### src/rtl/scarv_cop_palu_issue.sv
// Issue stage for the packed-ALU coprocessor: latches one decoded instruction, reads CPR operands,
// hands them to the PALU, waits for completion (or times out) and writes the result back.
module scarv_cop_palu_issue #(
  parameter int unsigned EXEC_TIMEOUT = 255
) (
  input  logic        g_clk,
  input  logic        g_reset,

  input  logic        id_valid,
  output logic        id_ready,
  input  logic [2:0]  id_class,
  input  logic [3:0]  id_subclass,
  input  logic [2:0]  id_pw,
  input  logic [31:0] id_imm,
  input  logic [31:0] id_gpr_rs1,
  input  logic [3:0]  id_crs1,
  input  logic [3:0]  id_crs2,
  input  logic [3:0]  id_crs3,
  input  logic [3:0]  id_crd,

  output logic [3:0]  cpr_rs1_addr,
  output logic [3:0]  cpr_rs2_addr,
  output logic [3:0]  cpr_rs3_addr,
  input  logic [31:0] cpr_rs1_rdata,
  input  logic [31:0] cpr_rs2_rdata,
  input  logic [31:0] cpr_rs3_rdata,

  output logic        palu_ivalid,
  input  logic        palu_idone,
  output logic [31:0] gpr_rs1,
  output logic [31:0] palu_rs1,
  output logic [31:0] palu_rs2,
  output logic [31:0] palu_rs3,
  output logic [31:0] id_imm_o,
  output logic [2:0]  id_pw_o,
  output logic [2:0]  id_class_o,
  output logic [3:0]  id_subclass_o,

  input  logic [3:0]  palu_cpr_rd_ben,
  input  logic [31:0] palu_cpr_rd_wdata,

  output logic [3:0]  cpr_wen,
  output logic [3:0]  cpr_waddr,
  output logic [31:0] cpr_wdata,

  output logic        insn_done,
  output logic        insn_err,
  output logic [7:0]  exec_cycles
);

  localparam logic [7:0] TIMEOUT_CNT = 8'(EXEC_TIMEOUT);

  typedef enum logic [1:0] {StIdle, StRead, StExec, StWb} state_t;

  state_t      state_q;
  logic [3:0]  crd_q;
  logic [7:0]  cnt_q;

  // All outputs are registered; cpr_wen and insn_done are single-cycle WB pulses.
  always_ff @(posedge g_clk or posedge g_reset) begin
    if (g_reset) begin
      state_q       <= StIdle;
      id_ready      <= 1'b0;
      palu_ivalid   <= 1'b0;
      cpr_wen       <= 4'h0;
      cpr_waddr     <= 4'h0;
      cpr_wdata     <= 32'h0;
      insn_done     <= 1'b0;
      insn_err      <= 1'b0;
      exec_cycles   <= 8'h0;
      cnt_q         <= 8'h0;
      crd_q         <= 4'h0;
      cpr_rs1_addr  <= 4'h0;
      cpr_rs2_addr  <= 4'h0;
      cpr_rs3_addr  <= 4'h0;
      gpr_rs1       <= 32'h0;
      palu_rs1      <= 32'h0;
      palu_rs2      <= 32'h0;
      palu_rs3      <= 32'h0;
      id_imm_o      <= 32'h0;
      id_pw_o       <= 3'h0;
      id_class_o    <= 3'h0;
      id_subclass_o <= 4'h0;
    end else begin
      cpr_wen   <= 4'h0;
      insn_done <= 1'b0;
      unique case (state_q)
        StIdle: begin
          if (id_valid && id_ready) begin
            id_ready      <= 1'b0;
            cpr_rs1_addr  <= id_crs1;
            cpr_rs2_addr  <= id_crs2;
            cpr_rs3_addr  <= id_crs3;
            crd_q         <= id_crd;
            gpr_rs1       <= id_gpr_rs1;
            id_imm_o      <= id_imm;
            id_pw_o       <= id_pw;
            id_class_o    <= id_class;
            id_subclass_o <= id_subclass;
            state_q       <= StRead;
          end else begin
            id_ready <= 1'b1;
          end
        end
        StRead: begin
          palu_rs1    <= cpr_rs1_rdata;
          palu_rs2    <= cpr_rs2_rdata;
          palu_rs3    <= cpr_rs3_rdata;
          palu_ivalid <= 1'b1;
          cnt_q       <= 8'd1;
          state_q     <= StExec;
        end
        StExec: begin
          if (palu_idone) begin
            palu_ivalid <= 1'b0;
            cpr_wen     <= palu_cpr_rd_ben;
            cpr_wdata   <= palu_cpr_rd_wdata;
            cpr_waddr   <= crd_q;
            insn_done   <= 1'b1;
            insn_err    <= 1'b0;
            exec_cycles <= cnt_q;
            state_q     <= StWb;
          end else if (cnt_q == TIMEOUT_CNT) begin
            // Timed out: complete with no write and flag the error.
            palu_ivalid <= 1'b0;
            cpr_wen     <= 4'h0;
            cpr_waddr   <= crd_q;
            insn_done   <= 1'b1;
            insn_err    <= 1'b1;
            exec_cycles <= cnt_q;
            state_q     <= StWb;
          end else if (cnt_q != 8'hFF) begin
            cnt_q <= cnt_q + 8'd1;
          end
        end
        StWb: begin
          insn_err <= 1'b0;
          id_ready <= 1'b1;
          state_q  <= StIdle;
        end
        default: state_q <= StIdle;
      endcase
    end
  end

endmodule

### config.mk
export PLATFORM = sky130hd
export DESIGN_NAME = scarv_cop_palu_issue
export DESIGN_NICKNAME = d
export VERILOG_FILES = /design/src/rtl/scarv_cop_palu_issue.sv
export SDC_FILE = /design/constraint.sdc
export NUM_CORES = 1
export LEC_CHECK = 0
export ABC_AREA = 1
export ABC_CLOCK_PERIOD_IN_PS = 11300
export CORE_AREA = 2 2 179 181
export CTS_BUF_LIST = sky130_fd_sc_hd__clkbuf_4
export CTS_CLUSTER_DIAMETER = 120
export DETAILED_ROUTE_END_ITERATION = 10
export DIE_AREA = 0 0 181 183
export SETUP_SLACK_MARGIN = 0.4
export SKIP_CTS_REPAIR_TIMING = 1
export SLEW_MARGIN = 20
export SYNTH_ARGS = -nofsm -noshare
export SYNTH_HDL_FRONTEND = slang
export SYNTH_SLANG_ARGS = --single-unit
### constraint.sdc
create_clock -name g_clk -period 11.3 [get_ports g_clk]
set_clock_uncertainty 0.15 [all_clocks]
set_input_delay 3.39 -clock g_clk [delete_from_list [all_inputs] [get_ports g_clk]]
set_output_delay 3.39 -clock g_clk [all_outputs]
set_load 0.005 [all_outputs]
# Yosys cells after proc, flatten, opt, wreduce, memory -nomap -nowiden
# Cells that the tools add are included.
[word_totals]
ram_bits = 0
romBits = 0
ff_bits = 248
latchBits = 0
memories = 0
output_inout_bits = 234
[op_classes]
n_lt_le_gt_ge = 0
n_mux = 25
mul = 0
n_addsub = 1
bitwise = 0
div = 0
n_reduce_logical = 13
n_eq_ne = 10
shifts = 0
[ops]
columns = ["operator", "n"]
rows = [
  ["$mux W8", 5],
  ["$mux W4", 4],
  ["$pmux W8 S2", 1],
  ["$reduce_and A2 Y1", 6],
  ["$add A8 B1 Y8 const B", 1],
  ["$eq A8 B8 Y1 const B", 1],
  ["$mux W1", 8],
  ["$ne A2 B2 Y1 const B", 4],
  ["$ne A8 B8 Y1 const B", 1],
  ["$pmux W2 S4", 1],
  ["$reduce_bool A2 Y1", 4],
  ["$mux W2", 3],
  ["$pmux W1 S2", 3],
  ["$eq A2 B2 Y1 const B", 2],
  ["$reduce_and A4 Y1", 1],
  ["$ne A3 B3 Y1 const B", 1],
  ["$eq A2 B1 Y1 const B", 1],
  ["$logic_not A2 Y1", 1],
  ["$logic_and A1 B1 Y1", 1],
]

# Longest topological paths before layout
# Gate-level depths: netlist (run 1).
[depth]
word_depth = 5
ltp_mapped = 9
depth_no_buf = 9

# Worst setup path after synthesis (run 1)
# OpenSTA, ideal clock, no wires.
[synth_path]
kind = "input port to flip-flop"
start = "input id_valid"
end = "register cpr_rs1_addr[0]"
arrival_ns = 4.144
setup_slack_ns = 6.881
setup_time_ns = 0.125
cell_stages = 5
path_cell_list = "nand2_1 > inv_1 > nand2_4 > buf_6 > mux2_2"
[synth_between]
elab_chain_cells = 2
[synth_rtl]
columns = ["element", "line_no", "text"]
rows = [
  ["start, declared", "9", "input logic id_valid,"],
  ["$logic_and A1 B1 Y1", "89", "if (id_valid && id_ready) begin"],
  ["$reduce_and A2 Y1 (no line)", "--", ""],
  ["end signal, assigned", "91", "cpr_rs1_addr <= id_crs1;"],
  ["end, declared", "21", "output logic [3:0] cpr_rs1_addr,"],
]
# No other way between the ends.
# A chain may end at the register's enable or synchronous reset.

# Worst setup path after layout (run 1)
[layout_path]
start = "register id_imm_o[0]"
end = "output id_imm_o[0]"
[layout_rtl]
columns = ["element", "line_no", "text"]
rows = [
  ["start, declared", "34", "output logic [31:0] id_imm_o,"],
  ["start signal, assigned", "96", "id_imm_o <= id_imm;"],
]
# No word-level cell between the ends.

==> reports/metrics.cfg, run 1 <==
[run_status]
outcome=finished clean

[route]
antenna_left=0
drc=0
vias=7633
drt_iter0_drc=286
wirelength_um=28300
via_per_inst=4.28
wl_per_cell_um=15.9
drtPass1Iterations=5

[sta]
rsz0062_at_grt=no
post-route-period-util_pct=45.5
final.setup.tns_ns=0
max_slew.worst_pin.slew_ns=1.08
slew_headroom_pct=28.2
hold_viol_final=0
max_freq_mhz=194
setup_viol=0
fin_crit_ns=5.14
slew_violations=0

[floorplan]
start_util_pct=30.7
fp.dieH_um=183
num_io_pins=460
die_w_um=181
core-area_mm2=0.0312
dieArea_mm2=0.0331
core.rowCount=65

[synth]
seq_area_frac_synth_pct=64.8
syn-num-nets=1061
synth-seq-cells=248
async_flop_share_pct=100
syn_inst=830
synth_cell_types=23
synth-edff-count=0
synthFlopType=dfrtp_1
yosysWarnings=0
synth_area_mm2=0.00958
synth_area_per_cell_um2=11.5

[cts]
cts-root-buf=clkbuf_4
cts_made_buffers=71
cts_num_sinks=248
cts_tree=built
clk_latency_ns=0.66
cts_buffer_depth=3
path_clk_slew_ns=0.06
cts-htree-levels=3

[global_route]
grt_max_degree=117
grt-ovfl-total=0
grt_usage_pct=16.6
antenna_found_initial=2
grt_pass1_wl_um=43200
grt_pass1_vias=7936

[worst_setup_path]
critPathRequiredTime_ns=7.76
max_stage_delay_ns=0.60
rrSetupSlack_ns=8.47
cp_cell_sequence=clkdlybuf4s50_1
start_kind=flop
rr_worst_depth=8
crit_family=buffers and inverters
crit_type=reg -> out
crit_path_max_fanout=2
crit_buf_inv=1
arrival_ns=1.60
endpoint_kind=output port
cpMaxStageDelayCell=clkdlybuf4s50_1
crit_cells=1

[layout]
instances_no_fill=1784
fill_cells=2886
layout-drive-gt1-share_pct=18.8
final_common_cell=clkdlybuf4s50_1
finish.utilization_pct=49.2
finalNetCount=1561
area_growth_pct=60.3
final_cell_mix=459 x clkdlybuf4s50_1, 339 x nand2_1, 248 x dfrtp_1, 121 x mux2_2, 108 x clkbuf_4

[power_and_ir_drop]
leakage_nw=7.06
power-per-cell-area_mw_per_mm2=268
peakVddDrop_uv=121

[worst_hold_path]
min_path_cells=2
hp-class=reg -> reg

[placed_design]
port_buffers=459
gp_congestion=0.796
dp.cells=1659
place_hpwl_um=20100

[flow_run]
max_cap_viol_count=0

## flip-flops by register name (all words and copies together) (netlist names), 8 cells and up
register,flops
cnt_q,8
cpr_wdata,32
exec_cycles,8
gpr_rs1,32
id_imm_o,32
palu_rs1,32
palu_rs2,32
palu_rs3,32
## layer usage
layer / GRT usage [%] / vias to the layer above / routed length, um
met5: 0 / - / 0
met1: 19.1 / 3605 / 11200
li1: - / 3688 / -
met4: 6.73 / 0 / 794
met2: 28.0 / 290 / 13900
met3: 6.47 / 50 / 2430
## metrics by stage
step	worst slack (ns)	hold slack (ns)	cell area, um^2	power (W)
after global routing	6.00	0.332	15400	0.00442
after global placement	5.51	0.303	14500	0.00332
after CTS	6.09	0.319	15400	0.00420
final	6.16	0.317	15400	0.00412
after floorplan	0.945	0.286	9580	0.00226
after detailed placement	5.49	0.307	14500	0.00335
## worst paths after layout
| check | start | end |
|---|---|---|
| worst max register to register | state_q[0] | cnt_q[2] |
| worst min-delay path | crd_q[0] | cpr_waddr[0] |
| min in group asynchronous | g_reset | id_class_o[1] |
| worst min register to register | crd_q[0] | cpr_waddr[0] |
| worst max-delay path | id_imm_o[0] | id_imm_o[0] |
| max in group asynchronous | g_reset | cpr_wdata[28] |
## logic make-up after synthesis
family / share of synthesized area [%]
simple gates: 15.2
flops: 64.8
mux: 14.2
buf+inv: 3.67
compound gates: 1.50
fa+ha+maj: 0.653
## report_power, final
group	switching, W	total [W]	internal, W
Clock	0.000376	0.000812	0.000435
Sequential	0.000218	0.00153	0.00131
Combinational	0.000695	0.00177	0.00108
Total	0.00129	0.00412	0.00283
## synthesized netlist by cell type (2+ instances only)
cell type	n	area, um^2
nand2_1	339	1270
dfrtp_1	248	6210
mux2_2	121	1360
inv_1	22	82.6
buf_6	14	158
clkbuf_1	13	48.8
nor2_1	12	45.0
o21ai_0	11	55.1
nand3_1	10	50.1
buf_2	9	45.0
o21ai_2	7	61.3
ha_1	5	62.6
nand2_2	3	18.8
nand2_4	3	33.8
a21oi_1	2	10.0
nand4_1	2	12.5
nor2_2	2	12.5
o21ai_1	2	10.0
## layout make-up
type / instances / area [um^2] / share of cell area, %
diodes: 2 / 5.00 / 0.0326
clock buffers: 108 / 811 / 5.28
clock inverters: 15 / 70.1 / 0.456
inverters: 23 / 93.8 / 0.611
multi-input cells: 522 / 3040 / 19.8
flip-flops and latches: 248 / 6210 / 40.4
well taps: 402 / 503 / 3.27
repair buffers: 464 / 4630 / 30.2
Power figures use the tool's default switching activity.
==> run 2, diff against run 1 <==
--- a/config.mk
+++ b/config.mk
@@ -6,12 +6,13 @@
 export NUM_CORES = 1
 export LEC_CHECK = 0
 export ABC_AREA = 1
-export ABC_CLOCK_PERIOD_IN_PS = 11300
-export CORE_AREA = 2 2 179 181
+export ABC_CLOCK_PERIOD_IN_PS = 4400
+export CORE_AREA = 2 2 177 179
 export CTS_BUF_LIST = sky130_fd_sc_hd__clkbuf_4
 export CTS_CLUSTER_DIAMETER = 120
 export DETAILED_ROUTE_END_ITERATION = 10
-export DIE_AREA = 0 0 181 183
+export DIE_AREA = 0 0 179 181
+export PLACE_DENSITY = 0.67
 export SETUP_SLACK_MARGIN = 0.4
 export SKIP_CTS_REPAIR_TIMING = 1
 export SLEW_MARGIN = 20
==> constraint.sdc (replaced) <==
create_clock -name g_clk -period 4.4 [get_ports g_clk]
set_clock_uncertainty 0.15 [all_clocks]
set_input_delay 1.32 -clock g_clk [delete_from_list [all_inputs] [get_ports g_clk]]
set_output_delay 1.32 -clock g_clk [all_outputs]
set_load 0.005 [all_outputs]
==> run 2 against run 1 <==
Effect of this change: cell area up 0.12%; first-iteration DRC count shrank 12%; global-route usage is 0.63 points higher; sequential share of layout area barely moved; final cell count down 0.50%; critical path depth unchanged; critical endpoint is now id_class_o[1]; highest routed layer unchanged.
==> reports/metrics.cfg, run 2 (synthesis gave the netlist of run 1 again) <==
[worst_setup_path]
start_kind=flop  ; unchanged
crit_path_max_fanout=2  ; unchanged
critPathRequiredTime_ns=2.93  ; was 7.76 ns
crit_family=buffers and inverters  ; unchanged
arrival_ns=1.61  ; was 1.60 ns
crit_buf_inv=1  ; unchanged
cp_cell_sequence=clkdlybuf4s50_1  ; unchanged
cpMaxStageDelayCell=clkdlybuf4s50_1  ; unchanged
endpoint_kind=output port  ; unchanged
crit_type=reg -> out  ; unchanged
max_stage_delay_ns=0.56  ; was 0.60 ns

[run_status]
outcome=finished clean  ; unchanged

[global_route]
antenna_found_initial=2  ; unchanged
grt-ovfl-total=0  ; unchanged
grt_usage_pct=17.3  ; was 16.6%
grt_pass1_wl_um=43600  ; was 43200 um
grt_pass1_vias=8019  ; was 7936
grt_max_degree=97  ; was 117

[placed_design]
port_buffers=459  ; unchanged
gp_congestion=0.798  ; was 0.796
place_hpwl_um=20500  ; was 20100 um

[sta]
hold_viol_final=0  ; unchanged
max_slew.worst_pin.slew_ns=1.03  ; was 1.08 ns
max_freq_mhz=324
post-route-period-util_pct=70.1
slew_headroom_pct=31.6  ; was 28.2%
slew_violations=0  ; unchanged
setup_viol=0  ; unchanged
final.setup.tns_ns=0  ; unchanged
fin_crit_ns=3.08
rsz0062_at_grt=no  ; unchanged

[power_and_ir_drop]
peakVddDrop_uv=336  ; was 121 uV
pwr-share-seq_pct=37.7  ; was 37.2%
leakage_nw=7.06  ; about the same
power-per-cell-area_mw_per_mm2=684  ; was 268 mW/mm^2
p_clk_share_pct=19.0  ; was 19.7%
p_switching_w=0.00332  ; was 0.00129 W
internal-power_w=0.00720  ; was 0.00283 W
comb_power_share_pct=43.3  ; was 43.0%
switching_share_pct=31.5  ; was 31.3%

[cts]
cts-root-buf=clkbuf_4  ; unchanged
cts_made_buffers=69  ; was 71
cts_buffer_depth=3  ; unchanged
path_clk_slew_ns=0.06  ; about the same
cts_num_sinks=248  ; unchanged
cts_tree=built  ; unchanged
clk_latency_ns=0.63  ; was 0.66 ns
cts-htree-levels=3  ; unchanged

[floorplan]
num_io_pins=460  ; unchanged
start_util_pct=31.6  ; was 30.7%
die_w_um=179  ; was 181 um
dieArea_mm2=0.0324  ; was 0.0331 mm^2
fp.dieH_um=181  ; was 183 um
core-area_mm2=0.0303  ; was 0.0312 mm^2
core.rowCount=64  ; was 65

[layout]
fill_cells=2792  ; was 2886
final_common_cell=clkdlybuf4s50_1  ; unchanged
area_growth_pct=60.5  ; was 60.3%
final_cell_mix=459 x clkdlybuf4s50_1, 339 x nand2_1, 248 x dfrtp_1, 121 x mux2_2, 101 x clkbuf_4  ; was 459 x clkdlybuf4s50_1, 339 x nand2_1, 248 x dfrtp_1, 121 x mux2_2, 108 x clkbuf_4
layout-drive-gt1-share_pct=18.8  ; about the same
finalNetCount=1564  ; was 1561
finish.utilization_pct=50.7  ; was 49.2%

[route]
wirelength_um=28400  ; was 28300 um
drtPass1Iterations=4  ; was 5
drc=0  ; unchanged
vias=7757  ; was 7633
wl_per_cell_um=16.0  ; was 15.9 um
via_per_inst=4.37  ; was 4.28
drt_iter0_drc=251  ; was 286
antenna_left=0  ; unchanged

[flow_run]
max_cap_viol_count=0  ; unchanged

[worst_hold_path]
hp-class=reg -> reg  ; unchanged

-- run 2: changes by cell type in the layout (fill, tap and decap cells not counted) --
cell / change
buf_4: +1
diode_2: +1
buf_12: +4
clkinvlp_4: +1
inv_2: +1
clkinv_1: -3
clkbuf_4: -7
inv_8: -1
-- run 2: path summary, 6_finish.rpt --
path                          startpoint       endpoint  slack [ns]  depth (start not counted)
max                        id_class_o[1]  id_class_o[1]        1.32                          1
min                         palu_rs2[17]   palu_rs2[17]        0.32                          2
max reg2reg                   state_q[0]   id_imm_o[25]        2.07                          5
min reg2reg                 palu_rs2[17]   palu_rs2[17]        0.32                          2
max in group asynchronous        g_reset   palu_rs3[24]        2.37                          3
min in group asynchronous        g_reset    gpr_rs1[28]        0.92                          2
-- run 2: per-layer routing --
metal	track usage [%]	wire length, um
met5	0	0
met3	6.69	2680
met2	29.1	14000
met4	6.73	784
met1	19.6	10900
-- run 2: area by class of cell --
cell class | count | area (um^2) | share of cell area [%]
antenna | 3 | 7.51 | 0.0488
clock inverter | 13 | 62.6 | 0.407
clock buffer | 101 | 758 | 4.93
multi-input combinational | 522 | 3040 | 19.8
inverter | 23 | 90.1 | 0.586
tap | 396 | 495 | 3.22
sequential | 248 | 6210 | 40.4
timing repair buffer | 469 | 4720 | 30.7
-- run 2: power groups by stage --
stage	sequential [W]	combinational, W	clock [W]
final	0.00396	0.00456	0.00200
after global placement	0.00395	0.00456	0
after detailed placement	0.00398	0.00464	0
after CTS	0.00396	0.00465	0.00210
after global routing	0.00410	0.00497	0.00223
after floorplan	0.00402	0.00177	0
-- run 2: per-stage QoR --
stage | setup WS [ns] | hold slack (ns) | cell area, um^2 | total power [W] | std cells
2_1_floorplan | -0.330 | 0.286 | 9590 | 0.00579 | 830
3_5_place_dp | 0.924 | 0.307 | 14500 | 0.00862 | 1658
4_1_cts | 1.24 | 0.322 | 15400 | 0.0107 | 1772
3_3_place_gp | 0.927 | 0.302 | 14500 | 0.00851 | 1658
5_1_grt | 1.20 | 0.342 | 15400 | 0.0113 | 1775
6_report | 1.32 | 0.320 | 15400 | 0.0105 | 1775
==> run 3, diff against run 2 <==
--- a/config.mk
+++ b/config.mk
@@ -6,13 +6,12 @@
 export NUM_CORES = 1
 export LEC_CHECK = 0
 export ABC_AREA = 1
-export ABC_CLOCK_PERIOD_IN_PS = 4400
-export CORE_AREA = 2 2 177 179
+export ABC_CLOCK_PERIOD_IN_PS = 3150
+export CORE_AREA = 2 2 179 181
 export CTS_BUF_LIST = sky130_fd_sc_hd__clkbuf_4
 export CTS_CLUSTER_DIAMETER = 120
 export DETAILED_ROUTE_END_ITERATION = 10
-export DIE_AREA = 0 0 179 181
-export PLACE_DENSITY = 0.67
+export DIE_AREA = 0 0 181 183
 export SETUP_SLACK_MARGIN = 0.4
 export SKIP_CTS_REPAIR_TIMING = 1
 export SLEW_MARGIN = 20
==> constraint.sdc (replaced) <==
create_clock -name g_clk -period 3.15 [get_ports g_clk]
set_clock_uncertainty 0.15 [all_clocks]
set_input_delay 0.945 -clock g_clk [delete_from_list [all_inputs] [get_ports g_clk]]
set_output_delay 0.945 -clock g_clk [all_outputs]
set_load 0.005 [all_outputs]
==> run 3 against run 2 <==
Effect of this change: sequential share of layout area down 0.62 points; combinational power up 40%; critical path depth unchanged; via count about the same; worst setup slack worse by 0.83 ns; critical path type unchanged; critical endpoint is now palu_rs1[27]; highest routed layer is now met5.
==> reports/metrics.cfg, run 3 (synthesis gave the netlist of run 1 again) <==
[run_status]
outcome=finished clean  ; unchanged

[global_route]
grt_pass1_wl_um=45200  ; was 43600 um
antenna_found_initial=3  ; was 2
grt-ovfl-total=0  ; unchanged
grt_pass1_vias=8293  ; was 8019
grt_usage_pct=17.4  ; was 17.3%
grt_max_degree=62  ; was 97

[cts]
cts_num_sinks=248  ; unchanged
cts_buffer_depth=3  ; unchanged
cts-root-buf=clkbuf_4  ; unchanged
clk_latency_ns=0.66  ; was 0.63 ns
path_clk_slew_ns=0.06  ; about the same
cts_made_buffers=70  ; was 69
cts-htree-levels=3  ; unchanged
cts_tree=built  ; unchanged

[placed_design]
gp_congestion=0.791  ; was 0.798
pre_cts_ws_ns=0.464  ; was 0.924 ns
port_buffers=459  ; unchanged
place_hpwl_um=21200  ; was 20500 um
dp.cells=1677  ; was 1658

[route]
vias=7764  ; was 7757
drtPass1Iterations=6  ; was 4
wirelength_um=29000  ; was 28400 um
antenna_left=0  ; unchanged
drt_iter0_drc=263  ; was 251
wl_per_cell_um=16.2  ; was 16.0 um
via_per_inst=4.33  ; was 4.37
drc=0  ; unchanged

[floorplan]
start_util_pct=30.7  ; was 31.6%
core.rowCount=65  ; was 64
fp.dieH_um=183  ; was 181 um
die_w_um=181  ; was 179 um
core-area_mm2=0.0312  ; was 0.0303 mm^2
num_io_pins=460  ; unchanged
dieArea_mm2=0.0331  ; was 0.0324 mm^2

[layout]
final_common_cell=clkdlybuf4s50_1  ; unchanged
final_cell_mix=434 x clkdlybuf4s50_1, 339 x nand2_1, 248 x dfrtp_1, 121 x mux2_2, 100 x clkbuf_4  ; was 459 x clkdlybuf4s50_1, 339 x nand2_1, 248 x dfrtp_1, 121 x mux2_2, 101 x clkbuf_4
instances_no_fill=1794  ; was 1775
area_growth_pct=63.0  ; was 60.5%
finalNetCount=1578  ; was 1564
layout-drive-gt1-share_pct=19.2  ; was 18.8%

[worst_hold_path]
min_path_cells=2  ; unchanged
hp-class=reg -> reg  ; unchanged
hold_end=palu_rs3[7]  ; was palu_rs2[17]
min_from=palu_rs3[7]  ; was palu_rs2[17]

[power_and_ir_drop]
power-per-cell-area_mw_per_mm2=944  ; was 684 mW/mm^2
p_total_w=0.0147  ; was 0.0105 W
peakVddDrop_uv=409  ; was 336 uV
leakage_nw=7.45  ; was 7.06 nW

[sta]
slew_headroom_pct=56.7  ; was 31.6%
final.setup.tns_ns=0  ; unchanged
timing.final.ws_setup_ns=0.487  ; was 1.32 ns
max_freq_mhz=375
hold_slack_ns=0.314  ; was 0.320 ns
slew_violations=0  ; unchanged
hold_viol_final=0  ; unchanged
setup_viol=0  ; unchanged
fin_crit_ns=2.66
rsz0062_at_grt=no  ; unchanged
max_slew.worst_pin.slew_ns=0.649  ; was 1.03 ns
post-route-period-util_pct=84.5

[worst_setup_path]
crit_path_max_fanout=2  ; unchanged
regToRegEndpoint=palu_rs2[25]  ; was id_imm_o[25]
crit_buf_inv=1  ; unchanged
rrSetupSlack_ns=0.98  ; was 2.07 ns
arrival_ns=1.57  ; was 1.61 ns
rr_startpoint=state_q[1]  ; was state_q[0]
crit_family=buffers and inverters  ; unchanged
crit_type=reg -> out  ; unchanged
max_stage_delay_ns=0.55  ; was 0.56 ns
cpMaxStageDelayCell=clkdlybuf4s50_1  ; unchanged
start_kind=flop  ; unchanged
cp_cell_sequence=clkdlybuf4s50_1  ; unchanged
rr_worst_depth=5  ; unchanged
endpoint_kind=output port  ; unchanged
critPathRequiredTime_ns=2.05  ; was 2.93 ns

[flow_run]
max_cap_viol_count=0  ; unchanged

[run 3: routing by layer]
metal	part of all wire (%)	GRT usage, %	vias up
li1	-	-	3728
met1	39	19.4	3672
met2	50	29.9	312
met3	8.8	6.91	50
met4	2.6	7.02	2
met5	0.041	0	-
[run 3: cell type report]
| type | instances | area [um^2] |
|---|---|---|
| Timing Repair Buffer | 482 | 4940 |
| Fill cell | 2910 | 15600 |
| Multi-Input combinational cell | 522 | 3040 |
| Clock inverter | 14 | 78.8 |
| Sequential cell | 248 | 6210 |
| Tap cell | 402 | 503 |
| Inverter | 23 | 90.1 |
| Antenna cell | 3 | 7.51 |
| Clock buffer | 100 | 751 |
[run 3: how the worst max path moves through the flow]
stage                        startpoint            end  slack, ns  depth (start not counted)
after floorplan                 g_reset       cnt_q[0]      -1.20                          1
after global placement         id_valid    gpr_rs1[15]       0.49                          6
after detailed placement       id_valid    gpr_rs1[22]       0.46                          6
after CTS                 id_class_o[0]  id_class_o[0]       0.36                          1
after global routing         gpr_rs1[6]     gpr_rs1[6]       0.39                          1
final                      palu_rs1[27]   palu_rs1[27]       0.49                          1
[run 3: stage by stage]
step / instance area, um^2 / util [%]
detailed placement: 14700 / 47.1
CTS: 15500 / 49.8
floorplan: 9590 / -
global route: 15600 / 50.0
global placement: 14700 / 47.1
finish: 15600 / 50.0
[run 3: report_power, final]
part / switching, W / internal (W)
Clock: 0.00132 / 0.00152
Sequential: 0.000798 / 0.00472
Combinational: 0.00249 / 0.00389
